File: config.mk
export PLATFORM = sky130hd
export DESIGN_NAME = morse_keyer_tx
export DESIGN_NICKNAME = d
export VERILOG_FILES = /design/src/rtl/morse_pkg.sv /design/src/rtl/morse_encode_rom.sv /design/src/rtl/morse_keyer_tx.sv
export SDC_FILE = /design/constraint.sdc
export NUM_CORES = 1
export LEC_CHECK = 0
export BUFFER_PORTS_ARGS = -buffer_cell sky130_fd_sc_hd__buf_4
export CORE_UTILIZATION = 32
export CTS_CLUSTER_SIZE = 10
export DETAILED_ROUTE_END_ITERATION = 10
export GPL_ROUTABILITY_DRIVEN = 0
export REMOVE_ABC_BUFFERS = 1
export SYNTH_ARGS = -nofsm -noshare
export SYNTH_HDL_FRONTEND = slang
export SYNTH_SLANG_ARGS = --single-unit
File: constraint.sdc
create_clock -name clock -period 2.1 [get_ports clock]
set_input_delay 0.105 -clock clock [delete_from_list [all_inputs] [get_ports clock]]
set_output_delay 0.105 -clock clock [all_outputs]
set_load 0.02 [all_outputs]
File: src/rtl/morse_pkg.sv
// Shared types and ASCII constants for the Morse keyer.
package morse_pkg;

    typedef enum logic [2:0] {
        IDLE,
        MARK,
        ELEM_GAP,
        CHAR_GAP,
        WORD_GAP
    } state_t;

    // Elements are left-aligned in pattern and sent MSB-first, 1 = dash.
    typedef struct packed {
        logic [2:0] len;
        logic [4:0] pattern;
    } code_t;

    localparam logic [7:0] ASCII_SPACE   = 8'd32;
    localparam logic [7:0] ASCII_DIGIT_0 = 8'd48;
    localparam logic [7:0] ASCII_DIGIT_9 = 8'd57;
    localparam logic [7:0] ASCII_UPPER_A = 8'd65;
    localparam logic [7:0] ASCII_UPPER_Z = 8'd90;
    localparam logic [7:0] ASCII_LOWER_A = 8'd97;
    localparam logic [7:0] ASCII_LOWER_Z = 8'd122;
    localparam logic [7:0] CASE_FOLD     = 8'd32;

endpackage

File: src/rtl/morse_encode_rom.sv
// Combinational ASCII to ITU Morse lookup (letters, digits, space).
module morse_encode_rom
    import morse_pkg::*;
(
    input  logic [31:0] ascii,
    output logic        supported,
    output logic        is_space,
    output logic [2:0]  len,
    output logic [4:0]  pattern
);

    logic       narrow;
    logic [7:0] ch;
    logic [7:0] key;
    code_t      code;

    always_comb begin
        narrow = (ascii[31:8] == 24'd0);
        ch     = ascii[7:0];
        key    = ch;
        if (ch >= ASCII_LOWER_A && ch <= ASCII_LOWER_Z)
            key = ch - CASE_FOLD;
        code = '0;
        case (key)
            "A": code = {3'd2, 5'b01000};
            "B": code = {3'd4, 5'b10000};
            "C": code = {3'd4, 5'b10100};
            "D": code = {3'd3, 5'b10000};
            "E": code = {3'd1, 5'b00000};
            "F": code = {3'd4, 5'b00100};
            "G": code = {3'd3, 5'b11000};
            "H": code = {3'd4, 5'b00000};
            "I": code = {3'd2, 5'b00000};
            "J": code = {3'd4, 5'b01110};
            "K": code = {3'd3, 5'b10100};
            "L": code = {3'd4, 5'b01000};
            "M": code = {3'd2, 5'b11000};
            "N": code = {3'd2, 5'b10000};
            "O": code = {3'd3, 5'b11100};
            "P": code = {3'd4, 5'b01100};
            "Q": code = {3'd4, 5'b11010};
            "R": code = {3'd3, 5'b01000};
            "S": code = {3'd3, 5'b00000};
            "T": code = {3'd1, 5'b10000};
            "U": code = {3'd3, 5'b00100};
            "V": code = {3'd4, 5'b00010};
            "W": code = {3'd3, 5'b01100};
            "X": code = {3'd4, 5'b10010};
            "Y": code = {3'd4, 5'b10110};
            "Z": code = {3'd4, 5'b11000};
            "0": code = {3'd5, 5'b11111};
            "1": code = {3'd5, 5'b01111};
            "2": code = {3'd5, 5'b00111};
            "3": code = {3'd5, 5'b00011};
            "4": code = {3'd5, 5'b00001};
            "5": code = {3'd5, 5'b00000};
            "6": code = {3'd5, 5'b10000};
            "7": code = {3'd5, 5'b11000};
            "8": code = {3'd5, 5'b11100};
            "9": code = {3'd5, 5'b11110};
            default: code = '0;
        endcase
        supported = narrow && (code.len != 3'd0);
        is_space  = narrow && (ch == ASCII_SPACE);
        len       = supported ? code.len : 3'd0;
        pattern   = supported ? code.pattern : 5'd0;
    end

endmodule

File: src/rtl/morse_keyer_tx.sv
// Morse keyer: accepts one ASCII character at a time and keys it out.
module morse_keyer_tx
    import morse_pkg::*;
#(
    parameter int UNIT_CYCLES = 12500000
) (
    input  logic        clock,
    input  logic        reset,
    input  logic [31:0] char_in,
    input  logic        char_valid,
    output logic        char_ready,
    output logic        key_out,
    output logic        busy,
    output logic        done
);

    localparam int CW = $clog2(4 * UNIT_CYCLES);
    localparam logic [CW-1:0] DOT_LOAD  = CW'(UNIT_CYCLES - 1);
    localparam logic [CW-1:0] DASH_LOAD = CW'(3 * UNIT_CYCLES - 1);
    localparam logic [CW-1:0] WORD_LOAD = CW'(4 * UNIT_CYCLES - 1);

    state_t        state, state_n;
    logic [CW-1:0] cnt, cnt_n;
    logic [4:0]    pat, pat_n;
    logic [2:0]    rem, rem_n;
    logic          armed;

    logic       enc_supported;
    logic       enc_space;
    logic [2:0] enc_len;
    logic [4:0] enc_pattern;

    morse_encode_rom u_rom (
        .ascii     (char_in),
        .supported (enc_supported),
        .is_space  (enc_space),
        .len       (enc_len),
        .pattern   (enc_pattern)
    );

    // armed keeps ready low until the first edge after reset release
    assign char_ready = armed && (state == IDLE);
    assign busy       = armed && (state != IDLE);
    assign key_out    = (state == MARK);
    assign done       = (state == CHAR_GAP || state == WORD_GAP)
                        && (cnt == '0);

    always_ff @(posedge clock or posedge reset) begin
        if (reset) begin
            state <= IDLE;
            cnt   <= '0;
            pat   <= '0;
            rem   <= '0;
            armed <= 1'b0;
        end else begin
            state <= state_n;
            cnt   <= cnt_n;
            pat   <= pat_n;
            rem   <= rem_n;
            armed <= 1'b1;
        end
    end

    always_comb begin
        state_n = state;
        cnt_n   = (cnt == '0) ? cnt : cnt - 1'b1;
        pat_n   = pat;
        rem_n   = rem;
        unique case (state)
            IDLE: begin
                if (char_valid && char_ready) begin
                    pat_n = enc_pattern;
                    rem_n = enc_len;
                    if (enc_supported) begin
                        state_n = MARK;
                        cnt_n   = enc_pattern[4] ? DASH_LOAD : DOT_LOAD;
                    end else if (enc_space) begin
                        state_n = WORD_GAP;
                        cnt_n   = WORD_LOAD;
                    end else begin
                        // unsupported: one zero-length gap yields done next cycle
                        state_n = CHAR_GAP;
                        cnt_n   = '0;
                    end
                end
            end
            MARK: begin
                if (cnt == '0) begin
                    pat_n = pat << 1;
                    rem_n = rem - 3'd1;
                    if (rem <= 3'd1) begin
                        state_n = CHAR_GAP;
                        cnt_n   = DASH_LOAD;
                    end else begin
                        state_n = ELEM_GAP;
                        cnt_n   = DOT_LOAD;
                    end
                end
            end
            ELEM_GAP: begin
                if (cnt == '0) begin
                    state_n = MARK;
                    cnt_n   = pat[4] ? DASH_LOAD : DOT_LOAD;
                end
            end
            CHAR_GAP, WORD_GAP: begin
                if (cnt == '0)
                    state_n = IDLE;
            end
            default: state_n = IDLE;
        endcase
    end

endmodule

=== After elaboration in Yosys (flattened, before gate mapping) ===
Memories as Yosys holds them, arrays and structs flattened.
Cells that the tools add are included.

* Muxes and demuxes: 28
* Add/sub/neg operators: 3
* $lt $le $gt $ge: 3
* Reductions and logical operators: 17
* Equal/unequal tests: 9

{| class="wikitable"
|+ Operators with widths
! kind !! number
|-
| $mux 26 || 9
|-
| $pmux 26 s3 || 1
|-
| $mux 3 || 9
|-
| $logic_not 26->1 || 1
|-
| $sub 26x1->26 const B || 1
|-
| $logic_not 24->1 || 1
|-
| $mux 8 || 2
|-
| $mux 5 || 3
|-
| $pmux 3 s4 || 1
|-
| $pmux 5 s2 || 1
|-
| $eq 8x6->1 const B || 1
|-
| $ge 8x7->1 const B || 1
|-
| $le 8x7->1 const B || 1
|-
| $sub 8x6->8 const B || 1
|-
| $logic_and 1x1->1 || 7
|-
| $eq 3x2->1 const B || 2
|-
| $pmux 3 s2 || 1
|-
| $reduce_bool 3->1 || 2
|-
| $ne 2x1->1 const B || 2
|-
| $ne 2x2->1 const B || 2
|-
| $reduce_and 4->1 || 1
|-
| $eq 3x1->1 const B || 1
|-
| $eq 3x3->1 const B || 1
|-
| $le 3x1->1 const B || 1
|-
| other kinds (7) || 7
|}

* ROM bits: 1,024
* Output and inout port bits: 4
* Input port bits: 35
* Memories kept: 1
* Word-level logic and storage cells: 66
* Register bits: 38

{| class="wikitable"
|+ Memories
! name !! words !! width !! read ports !! clocked after memory_dff !! wr ports !! RTL line !! text
|-
| (name not given) || 128 || 8 || 1 || 0 || 0 || morse_encode_rom.sv:24 || <nowiki>case (key)</nowiki>
|}

=== Longest topological paths before layout ===
An unclocked memory read counts as a cell.

* Word-level depth: 12
* Gate-level depth with buffers: 10
* Gate-level depth less buffers: 9

=== By module ===
Synthesis repeated with hierarchy kept, for this count alone.

* Cells, all modules: 415
* Area total of the unflattened synthesis: 3,448.3 um^2

{| class="wikitable"
|+ Modules (own cells, without submodules)
! module !! area an instance (um^2) !! cells an instance !! times used !! seq. area each (um^2)
|-
| morse_keyer_tx || 2,531.2 || 288 || 1 || 950.9
|-
| morse_encode_rom || 917.1 || 127 || 1 || 0.0
|}

=== Least setup slack after synthesis ===
OpenSTA, ideal clock, no wires.

* Path type: register to register
* From: reg cnt[15]
* To: reg state[0]
* Path buffers: 1
* Setup time: 104 ps
* Required time: 1,996 ps
* Period minus slack after synthesis: 2,309 ps
* Setup slack: -209 ps
* Arrival: 2,205 ps
* Cell stages (with the launch flop): 9
* Cells stage by stage: dfrtp_1 > or3_4 > nand3b_4 > nor3_4 > buf_6 > nand2_2 > a211oi_4 > o41ai_1 > a221oi_1

* Longest elaborated chain between the ends: 3
* Elaborated cells between the ends (all ways): 5
* Those cells by class: eq/ne (3); reduce/logical (2)

{| class="wikitable"
|+ RTL lines
! element !! RTL line !! text
|-
| start, declared || morse_keyer_tx.sv:23 || <nowiki>logic [CW-1:0] cnt, cnt_n;</nowiki>
|-
| start signal, assigned || morse_keyer_tx.sv:57 || <nowiki>cnt <= cnt_n;</nowiki>
|-
| $logic_not 26->1 * || morse_keyer_tx.sv:88, morse_keyer_tx.sv:101, morse_keyer_tx.sv:107 ||
|-
| $ne 2x2->1 (no source line) / $ne 2x1->1 (equally long branches) || -- ||
|-
| $reduce_and 4->1 (no source line) * || -- ||
|-
| end signal, assigned || morse_keyer_tx.sv:56 || <nowiki>state <= state_n;</nowiki>
|-
| end, declared || morse_keyer_tx.sv:22 || <nowiki>state_t state, state_n;</nowiki>
|}

Every way passes the cells marked *; elsewhere a longest branch is shown, timed or not.
A chain may end at the register's enable or synchronous reset.

=== Worst setup path in the final report ===
* From: reg cnt[10]
* To: reg cnt[23]

* Longest elaborated chain between the ends: 4
* Elaborated cells between the ends (all ways): 7
* Those cells by class: add/sub (1); mux (5); reduce/logical (1)

{| class="wikitable"
|+ RTL lines
! element !! RTL line !! text
|-
| $sub 26x1->26 / $logic_not 26->1 (equally long branches) || morse_keyer_tx.sv:66, morse_keyer_tx.sv:88, morse_keyer_tx.sv:101 ||
|-
| $mux 26 || morse_keyer_tx.sv:66 || <nowiki>cnt_n = (cnt == '0) ? cnt : cnt - 1'b1;</nowiki>
|-
| $mux 26 (on tied branches) || morse_keyer_tx.sv:101, morse_keyer_tx.sv:71, morse_keyer_tx.sv:88 ||
|-
| $pmux 26 s3 * || morse_keyer_tx.sv:69 || <nowiki>unique case (state)</nowiki>
|-
| via cnt_n[23] || morse_keyer_tx.sv:23 ||
|}

Mark *: on every way through the listed nets, which the timed path passes. The rest lies on a longest branch.

==> run summary <==
For this run, the number of Yosys warnings is 0. Of the cells placed in the final design, the portion with a size suffix greater than 1 is 41.7%. The pin count of the biggest net entering global routing was 39. The global routing usage on met3 is 2.51%. The power per cell area was 751 nW/um^2. In this design, the stage delay of the slowest critical-path cell is 0.42 ns.

Total wirelength of the detailed-routed design: 10,300 um. The min-delay analysis places its worst path in the category primary input to register. The critical path's slowest cell is sky130_fd_sc_hd__dfrtp_1. The most frequent cell on the critical path was sky130_fd_sc_hd__buf_4. The routed layout has 3,551 vias. For this design the top-level I/O count stands at 39. The post-route minimum period works out to 2.27 ns. The worst setup path is of the register to register kind.

Clock-pin slew was measured on the worst setup and hold paths at 0.09 ns. Global routing used 19.8% of the available tracks. Setup violations remaining at the end of the flow were counted as 35. The first global-routing pass estimated 16,300 um of wire.

In this run the deepest clock path goes through 2 buffers. Clock tree synthesis found a total of 38 sinks. Each instance of the synthesized netlist takes up on average 8.11 sq um. After floorplanning, the core was divided into 36 placement rows. In the routed layout, each cell is associated on average with a via count of 5.28. The analysis attributes to cell leakage a power of 2.22 nW. The cell accounting for the most synthesized area was sky130_fd_sc_hd__dfrtp_1. The clock arrives with 0.00906 ns of skew.

The tools report the number of placed instances, taps included as 651. Overall power consumption after layout is estimated at 3.74 mW. Dividing the detail-routed wire length by the instance count gives 15.3 um.

The flow ran to the end, but the final reports show violations. Synthesis handed over a netlist of 399 instances. Yosys mapped a number of flops with a built-in enable equal to 0. In this run, distinct cell masters in the synthesized netlist total 69. The logs give 673 for the final cell count without fillers and 440 MHz for the fmax. The global routing stage identified its most utilized layer as met2. The number of endpoints with negative hold slack in the final report was 0. The highest fanout seen on the critical path was 4. Measured along the y axis, the die boundary spans 103 um. The worst setup path is captured at a register. By area the synthesized netlist is led by sky130_fd_sc_hd__dfrtp_1, sky130_fd_sc_hd__ha_1, sky130_fd_sc_hd__nor2_1. The smallest setup slack after layout was -0.171 ns; the starting utilization of the core area was 33.1%. In the final design database the tool counted 587 nets. Traced cell by cell, the critical path runs through nor4_4 -> buf_4 -> nand3_4 -> nor3_4 -> buf_4 -> buf_6 -> a32oi_1 -> nor3_2 -> buf_4 -> o211ai_1.

For the final count of pins violating max slew, the log shows 0. Global routing consumed, on the met2 layer, 32.8% of the routing resources. After floorplanning, the core was sized to cover 9770 sq um. Counting both buffers and inverters, the worst setup path holds a total of 4.

In this run the tightest slew margin relative to its limit is 64.5%. The logs give 0 for the initial antenna violation count and 29.4% for the sequential area share after synthesis. The number of buffers created by CTS is 5, and the share of the clock period used by the worst path after layout is 108%. The worst voltage drop across the vdd grid is 0.711 mV. Of all flip-flops after synthesis, the portion carrying an async set or reset was 100%. The floorplan step defined a die boundary enclosing 10,500 sq um. The tools report the number of optimization iterations in the first detailed-route pass as 5. The area overhead of the layout relative to synthesis was 53.9%. Clock tree synthesis selected as its root buffer the cell sky130_fd_sc_hd__clkbuf_8. The total overflow left after global routing is 0. The fraction of post-synthesis cell area in the top cell type by area was 29.4%; the worst-skew pair later-pin latency was 0.30 ns. The transition time at the pin with the least slew margin was 0.529 ns. In the synthesized netlist, the cells that appear most often are sky130_fd_sc_hd__nor2_1, sky130_fd_sc_hd__dfrtp_1, sky130_fd_sc_hd__nand2_1. The cell area that synthesis handed to floorplanning was 3240 sq um. Most instantiated library cell after synthesis: sky130_fd_sc_hd__nor2_1. The data arrival time of the critical path was 2.44 ns; the max capacitance violation total was 0.

Hold is met by 0.159 ns. After legalization and detailed placement, the total HPWL measured 7460 um. For this run, global-route usage on met1 was measured as 27.1%.

In the routed design, unresolved DRC markers number 0. The tools report the number of global-route vias before repair as 3,420. Number of buffers inserted by port buffering: 38. The remaining antenna violation count is 0. Kind of cell adding the most delay to the critical path: simple AND/OR/NAND/NOR gates. The number of violations reported at the end of detailed-routing iteration 0 came out at 239. The final reports fail on setup timing. CTS built an H-tree with a depth of 2. TritonCTS built the clock tree. For the number of antenna cells inserted, the log shows 0. Setup repair after global routing could not meet its margin everywhere. Data on the critical path is required at its endpoint by 2.27 ns. The die width came out at 103 um. For this run, the leading register cell type out of synthesis is sky130_fd_sc_hd__dfrtp_1.

The tools report the startpoint type of the worst setup path as a register. Counting flops and latches in the post-synthesis netlist gives 38.
==> final timing paths <==
| path | end | depth (start not counted) | from | slack (ns) |
|---|---|---|---|---|
| max in group asynchronous | cnt[9] | 4 | reset | 1.22 |
| max reg2reg | cnt[23] | 10 | cnt[10] | -0.17 |
| min reg2reg | pat[0] | 2 | pat[0] | 0.51 |
| min | pat[0] | 3 | char_in[7] | 0.16 |
| min in group asynchronous | cnt[5] | 4 | reset | 0.50 |
| max | cnt[23] | 10 | cnt[10] | -0.17 |
==> cell type report <==
class | instances | area, sq um
inverter | 19 | 73.8
clock inverter | 2 | 60.1
fill | 892 | 4800
tap | 133 | 166
multi-input combinational | 326 | 2420
clock buffer | 6 | 82.6
timing repair buffer | 149 | 1220
sequential | 38 | 952
==> worst register-to-register path, cell delays in order (launching register included) <==
cell	delay, ns
sky130_fd_sc_hd__dfrtp_1	0.42
sky130_fd_sc_hd__nor4_4	0.28
sky130_fd_sc_hd__buf_4	0.16
sky130_fd_sc_hd__nand3_4	0.09
sky130_fd_sc_hd__nor3_4	0.32
sky130_fd_sc_hd__buf_4	0.17
sky130_fd_sc_hd__buf_6	0.10
sky130_fd_sc_hd__a32oi_1	0.12
sky130_fd_sc_hd__nor3_2	0.22
sky130_fd_sc_hd__buf_4	0.14
sky130_fd_sc_hd__o211ai_1	0.11
==> kinds of logic after synthesis <==
family	count (synthesis)	synth area share, %
AND/OR/NAND/NOR	172	28.0
multiplexers	7	2.78
other	1	0.116
AO/OA/AOI/OAI	110	24.1
adder cells (fa/ha/maj)	13	5.03
buffers and inverters	35	4.41
flip-flops	38	29.4
XOR/XNOR	23	6.23
==> per-stage QoR <==
step	setup slack, ns	utilization (%)	instance area (sq um)	TNS, ns
6_report	-0.171	50.9	4980	-2.83
5_1_grt	-0.280	50.9	4980	-6.94
4_1_cts	-0.0820	47.9	4680	-0.903
3_5_place_dp	-0.315	44.8	4380	-5.28
3_3_place_gp	-0.259	44.8	4380	-3.43
2_1_floorplan	-0.334	-	3160	-5.20
==> cells in the final DEF, fill, tap and decap left out, drive strengths merged, types with 2 or more instances in the layout <==
cell and instances:
o32a 3, buf 148, nor3 19, a21o 2, bufinv 2, or2 3, mux2 6, inv 19
nor2b 10, nand4b 5, a2bb2oi 3, dfrtp 38, ha 13, nor4 14, a41o 2, o31ai 4
o22a 2, o41ai 6, o21a 4, xnor2 15, o31a 2, o21ai 29, a31oi 6, nand4 2
o22ai 2, nand3 15, nor2 43, nand3b 5, a211oi 4, nand2 38, a221oi 3, o211ai 4
and2 6, clkbuf 6, a32oi 3, a21oi 18, nand2b 5, or3 4, xor2 8
==> sequential cells by signal, summed over array words and instances, names as in the netlist <==
name / flops
armed: 1
pat: 5
cnt: 26
rem: 3
state: 3
==> where the power goes <==
part           leakage [nW]  switching [mW]  internal, mW
sequential            0.476           0.126         0.904
clock                0.0714           0.290         0.507
combinational          1.68           0.943         0.967
==> routing by layer <==
layer	share of wire, %	wire length (um)
met1	46	4780
met2	48	4930
met3	4.3	438
met4	1.4	140
met5	0	0
==> timing repair <==
action | 4_1_cts | 5_1_grt
setup endpoints to repair | 35 | 36
hold endpoints to repair | 38 | 0
hold buffers | 1 | 0
pin swaps | 12 | 23
buffers inserted | 3 | 10
gates resized for setup | 30 | 60
No activity file was read; power rests on OpenSTA's default activity.
